[config.mk]
export PLATFORM = sky130hd
export DESIGN_NAME = host_spi_seq
export DESIGN_NICKNAME = d
export VERILOG_FILES = /design/src/rtl/host_spi_seq.sv
export SDC_FILE = /design/constraint.sdc
export NUM_CORES = 1
export LEC_CHECK = 0
export BUFFER_PORTS_ARGS = -buffer_cell sky130_fd_sc_hd__buf_2
export CAP_MARGIN = 40
export CORE_UTILIZATION = 25
export CTS_CLUSTER_DIAMETER = 100
export DETAILED_ROUTE_END_ITERATION = 6
export PLACE_DENSITY = 0.5
export SLEW_MARGIN = 10
export SYNTH_ARGS = -nofsm -noshare
export SYNTH_HDL_FRONTEND = slang
export SYNTH_HIERARCHICAL = 1
export SYNTH_SLANG_ARGS = --single-unit
[constraint.sdc]
create_clock -name clk -period 2.4 [get_ports clk]
set_input_delay 0.24 -clock clk [delete_from_list [all_inputs] [get_ports clk]]
set_output_delay 0.24 -clock clk [all_outputs]
set_load 0.03 [all_outputs]
[src/rtl/host_spi_seq.sv]
// host_spi_seq: queues host register requests and runs them one at a time
// through a downstream SPI master, returning one response per request.
// Latency: push at edge N -> spi_start high for the cycle after edge N+1.
// Backpressure: req_ready drops when the FIFO is full; rsp_valid holds until rsp_ready.
//
// Ports:
//   clk, rst                         clock, async active-high reset
//   req_valid/req_ready              host request handshake
//   req_rw, req_addr, req_wdata      request fields (rw: 1 = read)
//   rsp_valid/rsp_ready              response handshake
//   rsp_rw, rsp_rdata                response fields (rdata is 0 for writes)
//   busy, fifo_level                 status
//   spi_start, spi_tx_data           launch pulse and frame to the SPI master
//   spi_complete, spi_rx_data/valid  completion and read data from the SPI master

// sync_fifo: generic single-clock FIFO with occupancy count.
// Latency: written entry is visible at pop_dat the cycle after the push.
// Backpressure: push_rdy is derived from the registered level only.
module sync_fifo #(
  parameter int W     = 8,
  parameter int DEPTH = 4   // power of two, >= 2
) (
  input  logic                   clk,
  input  logic                   rst,
  input  logic                   push_vld,
  output logic                   push_rdy,
  input  logic [W-1:0]           push_dat,
  input  logic                   pop_vld,
  output logic [W-1:0]           pop_dat,
  output logic [$clog2(DEPTH):0] level
);
  localparam int AW = $clog2(DEPTH);
  localparam int LW = AW + 1;

  logic [W-1:0]  mem [DEPTH];
  logic [AW-1:0] wr_ptr;
  logic [AW-1:0] rd_ptr;
  logic          push_ok;
  logic          pop_ok;

  // Ready comes from the registered level, so a pop while full only frees
  // a slot for the following cycle.
  assign push_rdy = (level < LW'(DEPTH));
  assign push_ok  = push_vld && push_rdy;
  assign pop_ok   = pop_vld && (level != '0);
  assign pop_dat  = mem[rd_ptr];

  always_ff @(posedge clk) begin
    if (push_ok) begin
      mem[wr_ptr] <= push_dat;
    end
  end

  // Pointers are exactly AW bits wide, so they wrap modulo DEPTH for free.
  always_ff @(posedge clk or posedge rst) begin
    if (rst) begin
      wr_ptr <= '0;
      rd_ptr <= '0;
      level  <= '0;
    end else begin
      if (push_ok) begin
        wr_ptr <= wr_ptr + AW'(1);
      end
      if (pop_ok) begin
        rd_ptr <= rd_ptr + AW'(1);
      end
      case ({push_ok, pop_ok})
        2'b10:   level <= level + LW'(1);
        2'b01:   level <= level - LW'(1);
        default: level <= level;
      endcase
    end
  end
endmodule

module host_spi_seq #(
  parameter int DW    = 38,
  parameter int RX    = 16,
  parameter int DEPTH = 4
) (
  input  logic                   clk,
  input  logic                   rst,
  input  logic                   req_valid,
  output logic                   req_ready,
  input  logic                   req_rw,
  input  logic [4:0]             req_addr,
  input  logic [31:0]            req_wdata,
  output logic                   rsp_valid,
  input  logic                   rsp_ready,
  output logic                   rsp_rw,
  output logic [RX-1:0]          rsp_rdata,
  output logic                   busy,
  output logic [$clog2(DEPTH):0] fifo_level,
  output logic                   spi_start,
  output logic [DW-1:0]          spi_tx_data,
  input  logic                   spi_complete,
  input  logic [RX-1:0]          spi_rx_data,
  input  logic                   spi_rx_valid
);
  typedef struct packed {
    logic        rw;
    logic [4:0]  addr;
    logic [31:0] wdata;
  } req_t;

  localparam int EW = $bits(req_t);

  typedef enum logic [1:0] {IDLE, LAUNCH, WAIT, RESP} state_t;

  state_t          state;
  req_t            push_dat;
  logic [EW-1:0]   head_raw;
  req_t            head;
  logic [EW-1:0]   frame;
  logic            pop;
  logic            cur_rw;

  assign push_dat = '{rw: req_rw, addr: req_addr, wdata: req_wdata};

  sync_fifo #(
    .W     (EW),
    .DEPTH (DEPTH)
  ) u_req_fifo (
    .clk      (clk),
    .rst      (rst),
    .push_vld (req_valid),
    .push_rdy (req_ready),
    .push_dat (push_dat),
    .pop_vld  (pop),
    .pop_dat  (head_raw),
    .level    (fifo_level)
  );

  assign head = req_t'(head_raw);

  // The head is consumed on the same edge the FSM leaves IDLE.
  assign pop = (state == IDLE) && (fifo_level != '0);

  // Reads never carry write data onto the wire.
  assign frame = {head.rw, head.addr, (head.rw ? 32'h0 : head.wdata)};

  assign busy = (fifo_level != '0) || (state != IDLE);

  // spi_tx_data is only reloaded when leaving IDLE, so it stays put from
  // LAUNCH through completion. Completion strobes are only looked at in WAIT.
  always_ff @(posedge clk or posedge rst) begin
    if (rst) begin
      state       <= IDLE;
      spi_start   <= 1'b0;
      spi_tx_data <= '0;
      cur_rw      <= 1'b0;
      rsp_valid   <= 1'b0;
      rsp_rw      <= 1'b0;
      rsp_rdata   <= '0;
    end else begin
      case (state)
        IDLE: begin
          if (fifo_level != '0) begin
            spi_tx_data <= DW'(frame);
            cur_rw      <= head.rw;
            spi_start   <= 1'b1;
            state       <= LAUNCH;
          end
        end
        LAUNCH: begin
          spi_start <= 1'b0;
          state     <= WAIT;
        end
        WAIT: begin
          if (spi_complete) begin
            rsp_rw    <= cur_rw;
            rsp_rdata <= (cur_rw && spi_rx_valid) ? spi_rx_data : '0;
            rsp_valid <= 1'b1;
            state     <= RESP;
          end
        end
        RESP: begin
          if (rsp_ready) begin
            rsp_valid <= 1'b0;
            state     <= IDLE;
          end
        end
        default: state <= IDLE;
      endcase
    end
  end
endmodule

# == Word-level counts from Yosys, hierarchy flattened ==
# Memories as Yosys holds them, arrays and structs flattened.
# Cells that the tools add are included.
# word_totals
ram_bits,152
mem_count,1
output_inout_bits,62
regBits,67
# op_classes
n_eq_ne,8
reduce_logical,16
mux,14
addsub,4
n_lt_le_gt_ge,1
# memory_table
name,depth,width,rd,rd_ports_with_merged_regs,wr,line_no,rtl
u_req_fifo.mem,4,38,1,0,1,35,logic [W-1:0] mem [DEPTH];
# ops
op,count
$mux W32,1
$mux W16,1
$pmux W2 S4,1
$reduce_bool A2 Y1,4
$eq A2 B2 Y1 const B,3
$mux W2,3
$pmux W3 S2,1
$reduce_and A2 Y1,3
$reduce_and A3 Y1,2
$mux W1,5
$add A2 B1 Y2 const B,2
$eq A2 B1 Y1 const B,2
$logic_and A1 B1 Y1,4
$ne A2 B2 Y1 const B,2
$pmux W1 S2,2
$add A3 B1 Y3 const B,1
$lt A3 B3 Y1 const B,1
$reduce_bool A3 Y1,1
$sub A3 B1 Y3 const B,1
$logic_not A2 Y1,1
$ne A2 B1 Y1 const B,1
$logic_or A1 B1 Y1,1

# == Logic depth before layout (Yosys ltp) ==
# Gate-level depths: netlist of run 1.
# logic_depth
depth_word,5
depth_mapped,12
depth_no_buf,11

# == Modules after synthesis ==
# The synthesis of run 1 kept the hierarchy.
# by_module_without_submodules
mod,cells_each,seq_area_each_um2,n_inst,area_each_um2
sync_fifo,238,4739.5,1,5944.5
host_spi_seq,217,1476.4,1,2433.6

# == Worst setup path after synthesis of run 1 ==
# OpenSTA, ideal clock, no wires.
# synth_timing
path_type,reg2reg
startpoint,register state[0]
endpoint,register u_req_fifo.level[2]
arrival_ns,2.153
path_stages_with_launch,13
n_path_buf,1
setup_time_ns,0.132
t_required_ns,2.268
setup_slack_ns,0.115
cell_sequence,dfrtp_1 -> inv_1 -> ha_1 -> o31ai_4 -> buf_4 -> inv_1 -> o31a_1 -> ha_1 -> inv_1 -> fa_1 -> xor2_1 -> nor2_1 -> xnor2_1
# synth_via
elab_chain_cells,5
word_cells_on_any_way,7
# synth_lines
element,line_no,rtl
from (decl),110,state_t state;
from (signal assigned),148,state <= IDLE;
from (signal assigned),162,state <= LAUNCH;
from (signal assigned),167,state <= WAIT;
$logic_not A2 Y1 (*),137,assign pop = (state == IDLE) && (fifo_level != '0);
$logic_and A1 B1 Y1 (*),137,
net pop,115,logic pop;
$logic_and A1 B1 Y1 (*),45,assign pop_ok = pop_vld && (level != '0);
net u_req_fifo.pop_ok,39,logic pop_ok;
$eq A2 B1 Y1 / $eq A2 B2 Y1 (equally long branches),67,"case ({push_ok, pop_ok})"
$pmux W3 S2 / $reduce_bool A2 Y1 (equally long branches),-,
to (signal assigned),68,2'b10: level <= level + LW'(1);
to (signal assigned),69,2'b01: level <= level - LW'(1);
to (signal assigned),70,default: level <= level;
to (decl),30,output logic [$clog2(DEPTH):0] level
# The timed path passes the listed nets; every way through them passes the cells marked *.
# A chain may end at the register's enable or synchronous reset.

# == Worst setup path after layout of run 1 ==
# layout_timing
startpoint,register state[1]
endpoint,register u_req_fifo.level[2]
# The elaborated chain is that of the path after synthesis.

==> results of run 1 <==
critical path, stage by stage, from the launching register on:
cell,delay (ns)
dfrtp_1,0.41
inv_1,0.12
ha_2,0.24
o31ai_4,0.08
inv_1,0.08
o31a_1,0.20
ha_1,0.20
inv_1,0.06
fa_1,0.37
xor2_1,0.15
nor2_1,0.11
xnor2_1,0.12
sequential cells by signal, summed over array words and instances, names as in the netlist, 2 cells and up:
signal / flops
u_req_fifo/mem: 152
spi_tx_data: 38
rsp_rdata: 16
u_req_fifo/level: 3
state: 2
u_req_fifo/rd_ptr: 2
u_req_fifo/wr_ptr: 2
final timing paths:
| kind | end | start | cells after the start |
|---|---|---|---|
| setup / recovery | u_req_fifo/level[2] | state[1] | 11 |
| hold / removal | rsp_valid | rsp_ready | 3 |
| hold reg to reg | spi_tx_data[14] | spi_tx_data[14] | 2 |
| max in group asynchronous | spi_tx_data[11] | rst | 4 |
| min in group asynchronous | u_req_fifo/wr_ptr[0] | rst | 3 |
| setup reg to reg | u_req_fifo/level[2] | state[1] | 11 |
layout by cell type (no fill, tap or decap), types with 3 or more instances in the layout:
master and instances:
a22o_1 17, and2_2 4, buf_2 121, buf_4 13, clkbuf_1 6, clkbuf_16 27, clkinv_2 6, clkinvlp_4 4
dfrtp_1 64, dlygate4sd3_1 55, edfxtp_1 152, ha_1 9, inv_1 11, mux2_2 7, mux4_2 38, nand2_1 37
nand2b_1 32, nor2_1 3, o21ai_0 33, xnor2_1 4
logic make-up (layout without fill, tap and decap cells):
kind of cell / count (synthesis) / count (layout) / share of synthesized area
AND/OR/NAND/NOR: 80 / 80 / 0.0476
XOR/XNOR: 6 / 6 / 0.00627
multiplexers: 48 / 48 / 0.115
buffers and inverters: 37 / 253 / 0.0276
flip-flops: 218 / 218 / 0.742
AO/OA/AOI/OAI: 55 / 55 / 0.0439
adder cells (fa/ha/maj): 11 / 11 / 0.0173
power by group through the flow:
stage / Sequential [uW] / Combinational, uW / Clock, uW
finish: 5380 / 4470 / 3720
global route: 5480 / 4910 / 4010
detailed placement: 5460 / 4500 / 0
floorplan: 6120 / 2590 / 0
global placement: 5410 / 4400 / 0
CTS: 5390 / 4600 / 3870
what timing repair did:
action                     4_1_cts  5_1_grt
hold endpoints to repair       213        0
hold buffers                    55        0
setup endpoints to repair        0        1
gates resized for setup          0        2
layer usage:
layer / vias to the layer above / track usage / wire [um]
li1: 2108 / - / -
met1: 2352 / 0.133 / 7960
met2: 115 / 0.203 / 9530
met3: 29 / 0.0260 / 1060
met4: 2 / 0.0294 / 316
met5: - / 0 / 10
per-stage QoR:
| step | hold WS (ns) | instances | worst slack (ns) |
|---|---|---|---|
| finish | 0.0462 | 1113 | 0.167 |
| floorplan | 0.0434 | 455 | 0.115 |
| global placement | 0.201 | 1010 | 0.201 |
| detailed placement | 0.217 | 1010 | 0.115 |
| global route | 0.0406 | 1113 | 0.0112 |
| CTS | 0.00945 | 1113 | 0.111 |
final cells by class:
type                       count  area [sq um]  share of cell area
tap                          442           553              0.0508
clock inverter                13           101             0.00931
sequential                   218          6220               0.571
clock buffer                  35           726              0.0667
timing repair buffer         191          1290               0.119
multi-input combinational    200          1940               0.178
inverter                      14          53.8             0.00494
==> reports/qor.yml, run 1 <==
grt_pass1_wl_mm: 29.0
dpl_cell_area_sq_um: 9510
p_leak_uw: 0.00419
fmax_mhz: 448
intPower_uw: 8930
ir_drop_uv: 512
drive_gt1_frac: 0.349
synth.most_common_cell: "edfxtp_1"
clk_path_buf_depth: 3
slew_violations: 0
p_comb_frac: 0.330
synth_edf_count: 152
grt_pass1_vias: 5050
ctsHtreeMaxLevel: 1
core_area_sq_um: 32800
dr.first_iter.drc_count: 181
grt_max_degree: 71
synth_top_area_share: 0.545
antenna_found_initial: 1
synthCells: 455
cts_made_buffers: 26
clkPwrFrac: 0.274
cp-start-kind: "register"
timing.slew.headroom: 0.471
ant_nets: 0
cts_setup_buffers: 0
yosys-top-cells-count: "edfxtp_1, dfrtp_1, mux4_2, nand2_1, o21ai_0"
final_nets: 722
wire_per_inst_um: 17.0
rows: 66
finalSetupViolations: 0
cp.required_ns: 2.84
die_y_um: 185
min_path_type: "in -> reg"
grt_overflow: 0
area_growth_pct: 29.9
io_pins: 122
grt_use_total: 0.112
finClkSkew_ns: 0.00686
crit_path_end_kind: "register"
utilization: 0.332
tns_ns: 0
tightest_slew_ns: 0.793
yosysSeqAreaShare: 0.742
routed-via-count: 4606
cts.clk_slew.worst_paths_ns: 0.06
synth_cell_types: 33
dieArea_sq_um: 34200
period_needed_ns: 2.23
powerDensity_nw_per_um2: 1250
clock_latency_ns: 0.52
p_total_uw: 13600
synth_area_leaders: "edfxtp_1, dfrtp_1, mux4_2"
yosys_warnings: 6
n_fill_cell: 3197
power_frac_seq: 0.396
clock_sinks: 218
synth_area_sq_um: 8380
async_flop_share: 0.303
switchingPower_uw: 4640
crit_type: "reg -> reg"
cts_tree: "built"
synth-seq-cells: 218
die_w_um: 185
hold_viol: 0
place_congestion: 0.708
drc: 0
port_buffers: 121
rsz0062_at_grt: "no"
synthFlopType: "edfxtp_1"
synth_area_per_cell_sq_um: 18.4
swShare: 0.342
max_cap_viol_count: 0
hpwlAfterDp_mm: 11.5
reg2reg_slack_ns: 0.17
cp.arrival_ns: 2.67
synth_fp_nets: 526
cts-root-buf: "clkbuf_16"
yosysTopAreaCell: "edfxtp_1"
drt_wl_total_mm: 18.9
first_pass_iters: 4
final_area_sq_um: 10900
num_antenna_cells: 0
crit_fanout: 4
start_util: 0.256
status: "complete, no violations"
viasPerCell: 4.14
period_share: 0.931
No activity file was read; power rests on OpenSTA's default activity.
==> inputs of run 2 (changes only) <==
ABC_AREA = 1   (was unset)
PLACE_DENSITY = 0.49   (was 0.5)
==> reports/qor.yml, run 2 <==
status: "complete, no violations"
crit_start: "state[0]"
slew_violations: 0
crit_fanout: 4
synth-seq-cells: 218
hp-start: "rsp_ready"
top_regs: "u_req_fifo/mem x152, spi_tx_data x38, rsp_rdata x16"
core_area_sq_um: 36700
clk_path_buf_depth: 3
finalSetupViolations: 0
crit_type: "reg -> reg"
intPower_uw: 9180
fmax_mhz: 504
timing.slew.headroom: 0.505
first_pass_iters: 4
clock_latency_ns: 0.53
max_stage_delay_ns: 0.40
num_antenna_cells: 0
io_pins: 122
top_register: "u_req_fifo/mem"
synthFlopType: "edfxtp_1"
clkPwrFrac: 0.264
crit_path_end_kind: "register"
use_met2: 0.185
rsz0062_at_grt: "no"
port_buffers: 121
dr.first_iter.drc_count: 206
routed-via-count: 5812
yosys-top-cells-count: "nand2_1, edfxtp_1, inv_1, o211ai_2, dfrtp_1"
ir_drop_uv: 513
synthCells: 776
n_fill_cell: 3650
die_w_um: 195
utilization: 0.326
hpwlAfterDp_mm: 12.9
whs_ns: 0.127
largest_reg_flops: 152
cp.arrival_ns: 2.39
mostFrequentLayoutCell: "nand2_1"
ctsHtreeMaxLevel: 1
grt_pass1_vias: 5842
p_leak_uw: 0.00530
p_comb_frac: 0.375
grt_pass1_wl_mm: 33.1
drc: 0
cpMaxStageDelayCell: "dfrtp_1"
cts_setup_buffers: 0
yosys_warnings: 6
synth_area_sq_um: 9330
max_cap_viol_count: 0
start_util: 0.254
rows: 70
power_frac_seq: 0.361
yosysTopAreaCell: "edfxtp_1"
synth.most_common_cell: "nand2_1"
grtUsageMet1: 0.144
cp.required_ns: 2.81
r2r-start: "state[0]"
final_nets: 1034
synth_cell_types: 26
viasPerCell: 4.01
period_needed_ns: 1.98
switchingPower_uw: 5690
cp_top_family: "adder cells"
powerDensity_nw_per_um2: 1240
place_congestion: 0.717
path_cells: "inv_1, ha_1, nand2_4, inv_1, nand2_1, inv_1, ha_1, inv_1, fa_1, nand2_1, nand3_1, nand2_1, nand2_1"
wire_per_inst_um: 14.2
hold_viol: 0
finClkSkew_ns: 0.0128
synth_fp_nets: 847
drive_gt1_frac: 0.278
synth_area_leaders: "edfxtp_1, dfrtp_1, nand2_1"
crit_buf_inv: 4
cts_tree: "built"
clock_sinks: 218
antenna_found_initial: 0
grt_max_degree: 73
tightest_slew_ns: 0.742
cts_made_buffers: 26
cts-root-buf: "clkbuf_16"
busiest_layer: "met2"
ant_nets: 0
dieArea_sq_um: 38100
min_path_type: "in -> reg"
cts.clk_slew.worst_paths_ns: 0.05
most-common-layout-cells: "nand2_1, edfxtp_1, buf_2, inv_1, o211ai_2"
synth_top_area_share: 0.489
synth_area_per_cell_sq_um: 12.0
swShare: 0.383
grt_use_total: 0.111
area_growth_pct: 28.4
async_flop_share: 0.303
grt_overflow: 0
drt_wl_total_mm: 20.7
die_y_um: 195
synth_edf_count: 152
dp_slack_ns: 0.423
worst_slack_ns: 0.417
grtUsageMet3: 0.0226
period_share: 0.826
yosysSeqAreaShare: 0.666
cp-start-kind: "register"
-- run 2: cell count changes in the layout (fill, tap and decap cells not counted), moves of 7 or more --
cell / delta
a22o_1: -17
buf_12: +8
inv_1: +104
mux2_2: -7
mux4_2: -38
nand2_1: +202
nand2b_1: -32
nand3_1: +7
o211ai_1: +7
o211ai_2: +69
o21ai_1: +12
o21ai_2: +10
-- run 2: worst min-delay path, cell delays in order --
cell     delay, ns
buf_2         0.10
inv_1         0.04
nand2_1       0.04
nand2_1       0.07
o21ai_0       0.07
nand2_1       0.05
-- run 2: area by class of cell --
type	count	area [sq um]	area share
sequential	218	6220	0.519
clock buffer	42	782	0.0653
clock inverter	6	80.1	0.00668
tap	468	586	0.0489
inverter	121	462	0.0385
multi-input combinational	400	2420	0.202
timing repair buffer	196	1430	0.119
-- run 2: worst paths after layout --
| path | to | cells past startpoint | slack [ns] |
|---|---|---|---|
| worst max-delay path | u_req_fifo/level[2] | 13 | 0.42 |
| max in group asynchronous | rsp_rdata[8] | 5 | 1.44 |
| worst min-delay path | rsp_valid | 6 | 0.13 |
| min in group asynchronous | u_req_fifo/rd_ptr[0] | 3 | 0.23 |
| worst max register to register | u_req_fifo/level[2] | 13 | 0.42 |
| worst min register to register | rsp_rdata[11] | 2 | 0.48 |
-- run 2: cell families after synthesis --
group / Yosys count / synth area share
compound gates: 128 / 0.130
xor+xnor: 2 / 0.00188
fa+ha+maj: 11 / 0.0156
buf+inv: 158 / 0.0778
flops: 218 / 0.666
simple gates: 259 / 0.108
-- run 2: per-layer routing --
metal / vias up / part of all wire
li1: 2955 / -
met1: 2718 / 0.47
met2: 106 / 0.47
met3: 33 / 0.040
met4: 0 / 0.024
met5: - / 0
-- run 2: power by group through the flow --
stage / Combinational, uW / Sequential (uW) / Clock (uW)
after detailed placement: 5660 / 5450 / 0
after CTS: 5740 / 5380 / 4080
final: 5570 / 5370 / 3930
after global placement: 5620 / 5430 / 0
after global routing: 6240 / 5480 / 4210
after floorplan: 3380 / 6160 / 0
-- run 2: metrics by stage --
step,power [uW],setup TNS (ns),instances,instance area (sq um)
detailed placement,11100,0,1348,10600
finish,14900,0,1451,12000
global route,15900,0,1451,12000
global placement,11000,0,1347,10500
floorplan,9540,-88.00,776,9330
CTS,15200,0,1451,12000
-- run 2: timing repair --
action | in CTS | in global routing
hold buffers | 55 | 0
endpoints found under the hold margin | 191 | 0
resized for setup | 0 | 0
